`src/rtl/pay_ctrl.sv`:
```
// pay_ctrl: payment controller FSM for the card-payment front panel.
// Converts debounced card-slot and push-button levels into the
// state/cost/left/press/cancel_flag/err bus consumed by the display block,
// holds the card balance and debits it on a confirmed purchase.
//
// Ports:
//   clk_N        system clock, rising edge
//   rst          asynchronous active-high reset
//   card_in      card-present level
//   btn_ok       confirm button level
//   btn_cancel   cancel button level
//   btn_up       increase-cost button level
//   btn_down     decrease-cost button level
//   state        00 IDLE, 01 CARD, 10 INPUT, 11 DONE
//   cost         purchase amount being entered / charged
//   left         card balance
//   press        one-cycle confirm-accepted strobe
//   cancel_flag  one-cycle cancel strobe
//   err          insufficient-balance indicator
module pay_ctrl #(
  parameter logic [7:0]  INIT_LEFT   = 8'd132,
  parameter logic [7:0]  STEP        = 8'd1,
  parameter logic [15:0] DONE_CYCLES = 16'd100
) (
  input  logic       clk_N,
  input  logic       rst,
  input  logic       card_in,
  input  logic       btn_ok,
  input  logic       btn_cancel,
  input  logic       btn_up,
  input  logic       btn_down,
  output logic [1:0] state,
  output logic [7:0] cost,
  output logic [7:0] left,
  output logic       press,
  output logic       cancel_flag,
  output logic       err
);

  typedef enum logic [1:0] {
    S_IDLE  = 2'b00,
    S_CARD  = 2'b01,
    S_INPUT = 2'b10,
    S_DONE  = 2'b11
  } state_t;

  state_t      state_q, state_n;
  logic [7:0]  cost_q, cost_n;
  logic [7:0]  left_q, left_n;
  logic        press_q, press_n;
  logic        cancel_q, cancel_n;
  logic        err_q, err_n;
  logic [15:0] timer_q, timer_n;

  logic ok_prev, cancel_prev, up_prev, down_prev;
  logic ok_edge, cancel_edge, up_edge, down_edge;
  logic ev_cancel, ev_ok, ev_up, ev_down;

  logic [8:0]  up_sum;
  logic [7:0]  cost_up, cost_down;
  logic [15:0] timer_last;

  assign ok_edge     = btn_ok     & ~ok_prev;
  assign cancel_edge = btn_cancel & ~cancel_prev;
  assign up_edge     = btn_up     & ~up_prev;
  assign down_edge   = btn_down   & ~down_prev;

  // Only the highest-priority edge of a cycle survives; card removal is
  // handled ahead of all of these in the next-state logic.
  assign ev_cancel = cancel_edge;
  assign ev_ok     = ok_edge   & ~cancel_edge;
  assign ev_up     = up_edge   & ~cancel_edge & ~ok_edge;
  assign ev_down   = down_edge & ~cancel_edge & ~ok_edge & ~up_edge;

  assign up_sum     = {1'b0, cost_q} + {1'b0, STEP};
  assign cost_up    = (up_sum > 9'd255) ? 8'hFF : up_sum[7:0];
  assign cost_down  = (cost_q < STEP) ? '0 : cost_q - STEP;
  assign timer_last = DONE_CYCLES - 16'd1;

  always_ff @(posedge clk_N or posedge rst) begin
    if (rst) begin
      state_q     <= S_IDLE;
      cost_q      <= '0;
      left_q      <= INIT_LEFT;
      press_q     <= 1'b0;
      cancel_q    <= 1'b0;
      err_q       <= 1'b0;
      timer_q     <= '0;
      ok_prev     <= 1'b0;
      cancel_prev <= 1'b0;
      up_prev     <= 1'b0;
      down_prev   <= 1'b0;
    end else begin
      state_q     <= state_n;
      cost_q      <= cost_n;
      left_q      <= left_n;
      press_q     <= press_n;
      cancel_q    <= cancel_n;
      err_q       <= err_n;
      timer_q     <= timer_n;
      ok_prev     <= btn_ok;
      cancel_prev <= btn_cancel;
      up_prev     <= btn_up;
      down_prev   <= btn_down;
    end
  end

  always_comb begin
    state_n  = state_q;
    cost_n   = cost_q;
    left_n   = left_q;
    press_n  = 1'b0;
    cancel_n = 1'b0;
    err_n    = err_q;
    timer_n  = timer_q;

    if (state_q == S_IDLE) begin
      if (card_in) state_n = S_CARD;
    end else if (!card_in) begin
      state_n = S_IDLE;
      cost_n  = '0;
      err_n   = 1'b0;
    end else begin
      unique case (state_q)
        S_CARD: begin
          if (ev_up) begin
            state_n = S_INPUT;
            cost_n  = STEP;
          end
        end
        S_INPUT: begin
          if (ev_cancel) begin
            state_n  = S_CARD;
            cost_n   = '0;
            err_n    = 1'b0;
            cancel_n = 1'b1;
          end else if (ev_ok) begin
            if (cost_q <= left_q) begin
              left_n  = left_q - cost_q;
              press_n = 1'b1;
              state_n = S_DONE;
              timer_n = '0;
            end else begin
              err_n = 1'b1;
            end
          end else if (ev_up) begin
            cost_n = cost_up;
          end else if (ev_down) begin
            cost_n = cost_down;
            err_n  = 1'b0;
          end
        end
        S_DONE: begin
          if (ev_cancel) begin
            state_n  = S_CARD;
            cost_n   = '0;
            cancel_n = 1'b1;
          end else if (timer_q == timer_last) begin
            state_n = S_CARD;
            cost_n  = '0;
          end else begin
            timer_n = timer_q + 16'd1;
          end
        end
        default: ;
      endcase
    end
  end

  assign state       = state_q;
  assign cost        = cost_q;
  assign left        = left_q;
  assign press       = press_q;
  assign cancel_flag = cancel_q;
  assign err         = err_q;

endmodule

```
`config.mk`:
```
export PLATFORM = sky130hd
export DESIGN_NAME = pay_ctrl
export DESIGN_NICKNAME = d
export VERILOG_FILES = /design/src/rtl/pay_ctrl.sv
export SDC_FILE = /design/constraint.sdc
export NUM_CORES = 1
export LEC_CHECK = 0
export CAP_MARGIN = 20
export CORE_MARGIN = 1.5
export CORE_UTILIZATION = 45
export CTS_CLUSTER_DIAMETER = 40
export DETAILED_ROUTE_END_ITERATION = 12
export GPL_ROUTABILITY_DRIVEN = 1
export PLACE_DENSITY = 0.7
export RECOVER_POWER = 50
export SYNTH_ARGS = -nofsm -noshare
export SYNTH_HDL_FRONTEND = slang
export SYNTH_SLANG_ARGS = --single-unit
```
`constraint.sdc`:
```
create_clock -name clk_N -period 2.58 [get_ports clk_N]
set_input_delay 0.387 -clock clk_N [delete_from_list [all_inputs] [get_ports clk_N]]
set_output_delay 0.387 -clock clk_N [all_outputs]
set_load 0.01 [all_outputs]
```
==> impl_metrics.tcl, run 1 <==
set metrics [dict create \
    io_buffers 27 \
    tns_ns 0 \
    drive_gt1_frac 0.175 \
    tightestPinTransition_ns 1.08 \
    root_buffer "clkbuf_8" \
    rrSetupSlack_ns 0.16 \
    synthToLayoutAreaGrowth_pct 21.6 \
    synth-xor-area-share 0.0243 \
    min_path_type "reg -> reg" \
    vias 2581 \
    synthFlopType "dfrtp_1" \
    finalMaxSlewViolations 0 \
    routabilityCongestion 0.885 \
    clkLatencyLatePin_ns 0.31 \
    worstPathRequired_ns 2.83 \
    cts_tree "done" \
    async_flop_share 1.00 \
    gr-total-overflow 0 \
    synth_area_um2 2890 \
    critPathKind "reg -> reg" \
    num_rows 28 \
    wl_um 6690 \
    cap_violations 0 \
    worst-path-max-fanout 6 \
    grt_setup_unrepaired "no" \
    fp.dieArea_um2 6900 \
    grt_pass1_vias 2520 \
    synthAdderAreaFrac 0.0763 \
    muxShareOfSynthArea 0.0407 \
    setup_violations 0 \
    cp.arrival_ns 2.67 \
    drtIter0Drc 157 \
    cts_hold_buf 0 \
    dieWidth_um 83.1 \
    numCtsBuffers 5 \
    hpwl_um 4880 \
    ir_drop_mv 0.560 \
    diodes 0 \
    synth_top_area_share 0.338 \
    grt_pass1_wl_um 11600 \
    synth_area_per_cell_um2 9.11 \
    synth_seq_area_share 0.356 \
    antenna_found_initial 0 \
    synth-warning-count 0 \
    fin_crit_sh 0.940 \
    drt_drc_violations_left 0 \
    synth_cell_types 65 \
    synth-seq-cells 41 \
    core_um2 6060 \
    wl_per_cell_um 15.2 \
    final_common_cell "dfrtp_1" \
    post_cts_buffers 0 \
    synth_compound_area_frac 0.223 \
    clkTransAtPathRegs_ns 0.09 \
    clkSinkCount 41 \
    grt_use_total 0.203 \
    start_util 0.476 \
    synth_top_family_by_area "simple AND/OR/NAND/NOR gates" \
    yosys.area.top_type "dfrtp_1" \
    pwr_density_cell_nw_per_um2 998 \
    synth_edf_count 0 \
    postRouteAntennaNets 0 \
    drt_pre_antenna_iters 5 \
    critPathLaunchType "flip-flop" \
    fmax_mhz 412 \
    io-pin-count 28 \
    final_cell_mix "39 x dfrtp_1, 26 x nand2_1, 25 x o21ai_0" \
    r2r_start "cost[0]" \
    viasPerCell 5.87 \
    cts_buffer_depth 2 \
    crit_start "cost[0]" \
    finalHoldViolCount 0 \
    hold_start "timer_q[15]" \
    synthSimpleGateAreaFrac 0.232 \
    fillCellCount 557 \
    nets 388 \
    status "finished, final reports clean" \
    hold_slack_ns 0.516 \
    crit_path_end_kind "flip-flop" \
    synthTopCellsByArea "dfrtp_1 34%, ha_1 6.9%, o21ai_0 4.3%" \
    cts_max_level 2 \
    fin_skew_ns 0.00570 \
    synth_nets 341 \
    post-route-min-period_ns 2.42 \
    grt_max_degree 42 \
    p_leak_nw 1.48 \
    synthCells 317 \
    fp.dieH_um 83.1 \
    maxSlewHeadroom 0.280 \
]
-- worst max-delay path, stage by stage (launching register included) --
cell and delay, ns:
dfrtp_1 0.39, ha_1 0.23, fa_2 0.36, nand2b_1 0.19, a21oi_4 0.16, o211ai_2 0.11, a31o_1 0.23, buf_4 0.16
or4_1 0.45, nand3_1 0.09
-- what timing repair did --
item | in CTS | in global routing
endpoints found under the setup margin | 1 | 7
gates resized for setup | 1 | 3
pin swaps | 0 | 1
-- metal layers --
metal | vias to the layer above | share of wire | track usage
met2 | 63 | 0.47 | 0.333
met3 | 8 | 0.045 | 0.0308
li1 | 1271 | - | -
met4 | 0 | 0.014 | 0.0758
met5 | - | 0 | 0
met1 | 1239 | 0.47 | 0.271
-- sequential cells by signal, summed over array words and instances (netlist names) --
| register | count |
|---|---|
| cancel_flag | 1 |
| cancel_prev | 1 |
| cost | 8 |
| down_prev | 1 |
| err | 1 |
| left | 8 |
| ok_prev | 1 |
| press | 1 |
| state | 2 |
| timer_q | 16 |
| up_prev | 1 |
-- metrics by stage --
stage                     setup slack (ns)  total power, mW  cell area (µm²)   util  std cells
after global routing                0.0108             3.77             3510  0.579        440
after global placement              0.0882             2.92             3380  0.558        432
final                                0.155             3.50             3510  0.579        440
after floorplan                     0.0376             2.30             2890      -        317
after detailed placement            0.0124             2.97             3380  0.558        432
after CTS                           0.0523             3.53             3500  0.577        440
-- Yosys cell counts, types with 6 or more instances --
master,instances
nor3_1,11
o21ai_0,25
a21oi_1,13
ha_1,16
nor2_1,17
xnor2_1,6
clkbuf_1,7
nand4_1,7
nand2b_1,9
a31oi_1,6
dfrtp_1,39
inv_1,17
nand2_1,26
nand3_1,14
o31ai_1,7
or3_1,6
mux2_2,6
-- power by group --
| part | switching [mW] | internal (mW) | total [mW] |
|---|---|---|---|
| Clock | 0.254 | 0.290 | 0.544 |
| Combinational | 1.06 | 0.983 | 2.04 |
| Sequential | 0.134 | 0.780 | 0.914 |
| Total | 1.45 | 2.05 | 3.50 |
-- worst paths after layout --
path | endpoint | cells past startpoint
min in group asynchronous | left[0] | 3
setup reg to reg | timer_q[3] | 9
setup / recovery | timer_q[3] | 9
max in group asynchronous | up_prev | 3
hold reg to reg | timer_q[15] | 1
hold / removal | timer_q[15] | 1
-- logic make-up after synthesis --
| kind of cell | after synthesis |
|---|---|
| AO/OA/AOI/OAI | 89 |
| AND/OR/NAND/NOR | 121 |
| buffers and inverters | 30 |
| multiplexers | 11 |
| flip-flops | 41 |
| XOR/XNOR | 8 |
| adder cells (fa/ha/maj) | 17 |
-- area by class of cell --
| cell class | instances | area [µm²] | share of cell area |
|---|---|---|---|
| flip-flops and latches | 41 | 1030 | 0.293 |
| inverters | 18 | 67.6 | 0.0193 |
| clock buffers | 5 | 68.8 | 0.0196 |
| repair buffers | 52 | 468 | 0.133 |
| multi-input cells | 246 | 1740 | 0.495 |
| well taps | 75 | 93.8 | 0.0267 |
| clock inverters | 3 | 46.3 | 0.0132 |
Power figures use the tool's default switching activity.
==> run 2: changes to the inputs <==
- CORE_UTILIZATION: 45 -> 52
- HOLD_SLACK_MARGIN: default -> 0.12
- PLACE_DENSITY: 0.7 -> 0.79
==> run 2 against run 1 <==
Against the previous run:
- combinational power about the same
- non-clock buffer count shrank 4
- largest cell class unchanged
- design area fell by 1.2%
- power fell by 2.0%
- flip-flop and latch count did not move
- critical path depth unchanged
==> impl_metrics.tcl, run 2 (synthesis results as in run 1) <==
set metrics [dict create \
    pwr-share-clk 0.136 \
    regMostFlops "timer_q" \
    io_buffers 27 \
    p_int_mw 1.99 \
    fillCellCount 444 \
    grt_pass1_wl_um 11600 \
    numCtsBuffers 5 \
    met3_usage 0.0506 \
    synthToLayoutAreaGrowth_pct 20.2 \
    root_buffer "clkbuf_8" \
    crit_path_end_kind "flip-flop" \
    critPathLaunchType "flip-flop" \
    maxSlewHeadroom 0.300 \
    final_common_cell "dfrtp_1" \
    post-route-min-period_ns 2.44 \
    regArea_um2 1030 \
    critPathKind "reg -> reg" \
    cap_violations 0 \
    p_sw_mw 1.44 \
    setup_violations 0 \
    fin_area_um2 3470 \
    critPathMaxStageDelay_ns 0.46 \
    fmax_mhz 410 \
    dieWidth_um 77.5 \
    dpl_cell_area_um2 3350 \
    drtIter0Drc 215 \
    tightestPinTransition_ns 1.05 \
    wl_um 6670 \
    crit_buf_inv 1 \
    grt_max_degree 42 \
    grt_use_met2 0.413 \
    worstPathRequired_ns 2.81 \
    final_util 0.662 \
    pwr_density_cell_nw_per_um2 989 \
    start_util 0.551 \
    largest_reg_flops 16 \
    cts_buffer_depth 2 \
    finalMaxSlewViolations 0 \
    num_rows 26 \
    multi_input_area_um2 1740 \
    viasPerCell 6.02 \
    antenna_found_initial 0 \
    clkLatencyLatePin_ns 0.30 \
    fp.dieArea_um2 6010 \
    cts_max_level 2 \
    fp.dieH_um 77.5 \
    min_path_type "reg -> reg" \
    grt_setup_unrepaired "no" \
    fin_skew_ns 0.0141 \
    diodes 0 \
    drt_pre_antenna_iters 5 \
    nets 384 \
    status "finished, final reports clean" \
    switching_share 0.420 \
    routabilityCongestion 0.900 \
    core_um2 5240 \
    finalHoldViolCount 0 \
    grt_most_used_layer "met2" \
    ir_drop_mv 0.559 \
    crit_chain "ha_1 -> fa_2 -> nand2b_4 -> a21oi_4 -> o211ai_2 -> a31o_1 -> buf_6 -> or4_1 -> nand3_1" \
    cts_tree "done" \
    use_met1 0.303 \
    drive_gt1_frac 0.166 \
    cts_hold_buf 0 \
    clkTransAtPathRegs_ns 0.09 \
    cp.arrival_ns 2.67 \
    io-pin-count 28 \
    drt_drc_violations_left 0 \
    wl_per_cell_um 15.5 \
    vias 2595 \
    p_comb_frac 0.597 \
    crit_family "simple AND/OR/NAND/NOR gates" \
    grt_pass1_vias 2523 \
    fin_crit_sh 0.946 \
    gr-total-overflow 0 \
    p_leak_nw 1.47 \
    hpwl_um 4850 \
    final_cell_mix "39 x dfrtp_1, 26 x nand2_1, 25 x o21ai_0" \
    postRouteAntennaNets 0 \
    pwr-share-seq 0.266 \
    cp_slowest_cell "or4_1" \
    grt_use_total 0.241 \
    worst-path-max-fanout 21 \
    clkSinkCount 41 \
]
## run 2: worst register-to-register path, delay by kind of cell, from the launching register on
| family | cells | cell delay [ns] |
|---|---|---|
| AO/OA/AOI/OAI | 3 | 0.50 |
| AND/OR/NAND/NOR | 3 | 0.72 |
| adder cells (fa/ha/maj) | 2 | 0.60 |
| flip-flops | 1 | 0.40 |
| buffers and inverters | 1 | 0.16 |
## run 2: routing by layer
layer  wire length, µm  vias up
li1                  -     1264
met1              2960     1243
met2              3320       76
met3               311       12
met4                88        0
met5                 0        -
## run 2: timing repair
action                     in CTS  in global routing
gates resized for setup         1                  4
setup buffers                   0                  0
setup endpoints to repair       1                  2
pin swaps                       0                  1
## run 2: power by group through the flow
stage | Combinational [mW] | Clock, mW | Sequential, mW
after floorplan | 1.34 | 0 | 0.966
after detailed placement | 2.02 | 0 | 0.924
after global placement | 1.96 | 0 | 0.916
after global routing | 2.26 | 0.515 | 0.938
after CTS | 2.04 | 0.486 | 0.911
final | 2.05 | 0.468 | 0.913
## run 2: through the flow
stage	worst slack (ns)	hold WS (ns)	instances	TNS, ns	power (mW)
4_1_cts	0.0223	0.505	431	0	3.43
2_1_floorplan	0.0376	0.418	317	0	2.30
5_1_grt	0.0236	0.534	431	0	3.72
6_report	0.139	0.509	431	0	3.43
3_3_place_gp	0.0891	0.493	423	0	2.87
3_5_place_dp	-0.0153	0.490	423	-0.0153	2.95
## run 2: area by class of cell
class / count / area share
clock buffers: 7 / 0.0278
clock inverters: 1 / 0.00144
inverters: 18 / 0.0195
multi-input cells: 246 / 0.502
flip-flops and latches: 41 / 0.297
well taps: 70 / 0.0253
repair buffers: 48 / 0.127
## run 2: path summary, 6_finish.rpt
check,from,end,slack [ns],depth (start not counted)
min in group asynchronous,rst,left[0],0.86,3
max in group asynchronous,rst,timer_q[2],1.07,3
worst max-delay path,cost[0],timer_q[3],0.14,9
worst min register to register,timer_q[15],timer_q[15],0.51,1
worst min-delay path,timer_q[15],timer_q[15],0.51,1
worst max register to register,cost[0],timer_q[3],0.14,9
==> run 3: changes to the inputs <==
- clock period: 2.58 -> 2.2 ns (I/O delays scaled with it)
==> run 3 against run 2 <==
Against the previous run:
- the flow now finishes with violations (negative setup slack)
- sequential share of layout area fell by 2.7 points
- combinational power rose by 36%
- register-to-register slack got worse by 0.17 ns
- design area rose by 10%
- global-route usage rose by 1.5 points
- clock skew rose by 0.0057 ns
- largest cell class unchanged
- largest power group unchanged
==> impl_metrics.tcl, run 3 (synthesis results as in run 1) <==
set metrics [dict create \
    fin_crit_sh 1.01 \
    crit_family "adder cells" \
    critPathLaunchType "flip-flop" \
    fin_skew_ns 0.0198 \
    crit_buf_inv 2 \
    grt_pass1_vias 2764 \
    cp.arrival_ns 2.41 \
    gr-total-overflow 0 \
    tightestPinTransition_ns 0.672 \
    dieWidth_um 77.5 \
    start_util 0.551 \
    cts_hold_buf 0 \
    crit_chain "ha_4 -> fa_2 -> nand2b_4 -> a21oi_4 -> o211ai_2 -> buf_6 -> a21oi_4 -> buf_8 -> mux2_4" \
    io_buffers 27 \
    drt_pre_antenna_iters 4 \
    pwr_density_cell_nw_per_um2 1150 \
    grt_max_degree 20 \
    fin_cells 464 \
    fillCellCount 377 \
    place_ws_ns -0.229 \
    hold_slack_ns 0.419 \
    crit_path_end_kind "flip-flop" \
    clkTransAtPathRegs_ns 0.09 \
    postRouteAntennaNets 0 \
    min_path_type "in -> async" \
    fp.dieArea_um2 6010 \
    maxSlewHeadroom 0.552 \
    multi_input_area_um2 1840 \
    grt_setup_unrepaired "yes" \
    io-pin-count 28 \
    clkSinkCount 41 \
    viasPerCell 5.88 \
    antenna_found_initial 0 \
    cts_max_level 2 \
    wl_um 7120 \
    hpwl_um 5230 \
    drt_drc_violations_left 0 \
    cap_violations 0 \
    final_util 0.730 \
    grt_pass1_wl_um 12500 \
    power_mw 4.40 \
    p_leak_nw 1.63 \
    numCtsBuffers 5 \
    regArea_um2 1030 \
    post-route-min-period_ns 2.23 \
    largest_reg_flops 16 \
    postLayoutSetupSlackWorst_ns -0.0272 \
    routabilityCongestion 0.944 \
    wl_per_cell_um 15.3 \
    root_buffer "clkbuf_8" \
    vias 2729 \
    worst-path-max-fanout 8 \
    diodes 0 \
    num_rows 26 \
    violations "negative setup slack" \
    final_cell_mix "50 x buf_4, 38 x dfrtp_1, 26 x nand2_1" \
    drive_gt1_frac 0.261 \
    synthToLayoutAreaGrowth_pct 32.5 \
    setup_violations 11 \
    status "finished with violations" \
    regMostFlops "timer_q" \
    finalHoldViolCount 0 \
    cp_common_cell "a21oi_4" \
    finalMaxSlewViolations 0 \
    critPathMaxStageDelay_ns 0.43 \
    clkLatencyLatePin_ns 0.30 \
    cts_buffer_depth 2 \
    ir_drop_mv 0.723 \
    final_common_cell "buf_4" \
    fp.dieH_um 77.5 \
    worstPathRequired_ns 2.38 \
    drtIter0Drc 202 \
    critPathKind "reg -> reg" \
    core_um2 5240 \
    cp_slowest_cell "dfrtp_2" \
    fmax_mhz 449 \
    cts_tree "done" \
    grt_use_total 0.256 \
    nets 417 \
    dp.cells 454 \
]
==> run 3: cell types whose count changed in the layout (fill, tap and decap cells not counted), moves of 7 or more <==
cell,before,now
o21ai_0,25,16
o21ai_1,2,10
buf_4,18,50
dlygate4sd3_1,10,3
clkdlybuf4s50_1,17,24
==> run 3: metal layers <==
layer,wire length (µm),up-vias,share of wire,track usage
met3,266,6,0.037,0.0388
met1,3250,1326,0.46,0.332
met5,0,-,0,0
met2,3510,74,0.49,0.438
met4,94,0,0.013,0.0855
li1,-,1323,-,-
==> run 3: worst reg2reg max path, cell delays in order, from the launching register on <==
cell and delay, ns:
dfrtp_2 0.43, ha_4 0.17, fa_2 0.34, nand2b_4 0.16, a21oi_4 0.14, o211ai_2 0.12, buf_6 0.16, a21oi_4 0.13
buf_8 0.16, mux2_4 0.30
==> run 3: worst paths after layout <==
path                               end  cells past startpoint   startpoint  slack (ns)
max                            left[6]                      9      cost[0]       -0.03
min                            left[1]                      2          rst        0.42
max reg2reg                    left[6]                      9      cost[0]       -0.03
min reg2reg                timer_q[15]                      1  timer_q[15]        0.52
max in group asynchronous      up_prev                      3          rst        1.17
min in group clk_N         timer_q[15]                      1  timer_q[15]        0.52
==> run 3: metrics by stage <==
stage	cell area, µm²	TNS [ns]
5_1_grt	3820	-2.31
6_report	3820	-0.192
4_1_cts	3730	-0.265
2_1_floorplan	2910	-1.96
3_5_place_dp	3600	-2.89
3_3_place_gp	3600	-1.42
==> run 3: repair_timing <==
action,4_1_cts,5_1_grt
endpoints found under the setup margin,22,27
gates resized for setup,9,22
setup buffers,0,2
pin swaps,6,0
==> run 3: final cells by class <==
class / count / share of cell area
Multi-Input combinational cell: 246 / 0.480
Sequential cell: 41 / 0.269
Clock inverter: 1 / 0.00131
Inverter: 18 / 0.0177
Clock buffer: 7 / 0.0252
Timing Repair Buffer: 81 / 0.184
Tap cell: 70 / 0.0229
==> run 3: power breakdown <==
part	switching [mW]	leakage [nW]	total (mW)	internal, mW
Clock	0.279	0.0542	0.563	0.284
Combinational	1.39	1.06	2.78	1.40
Sequential	0.140	0.517	1.06	0.916
Total	1.81	1.63	4.40	2.60
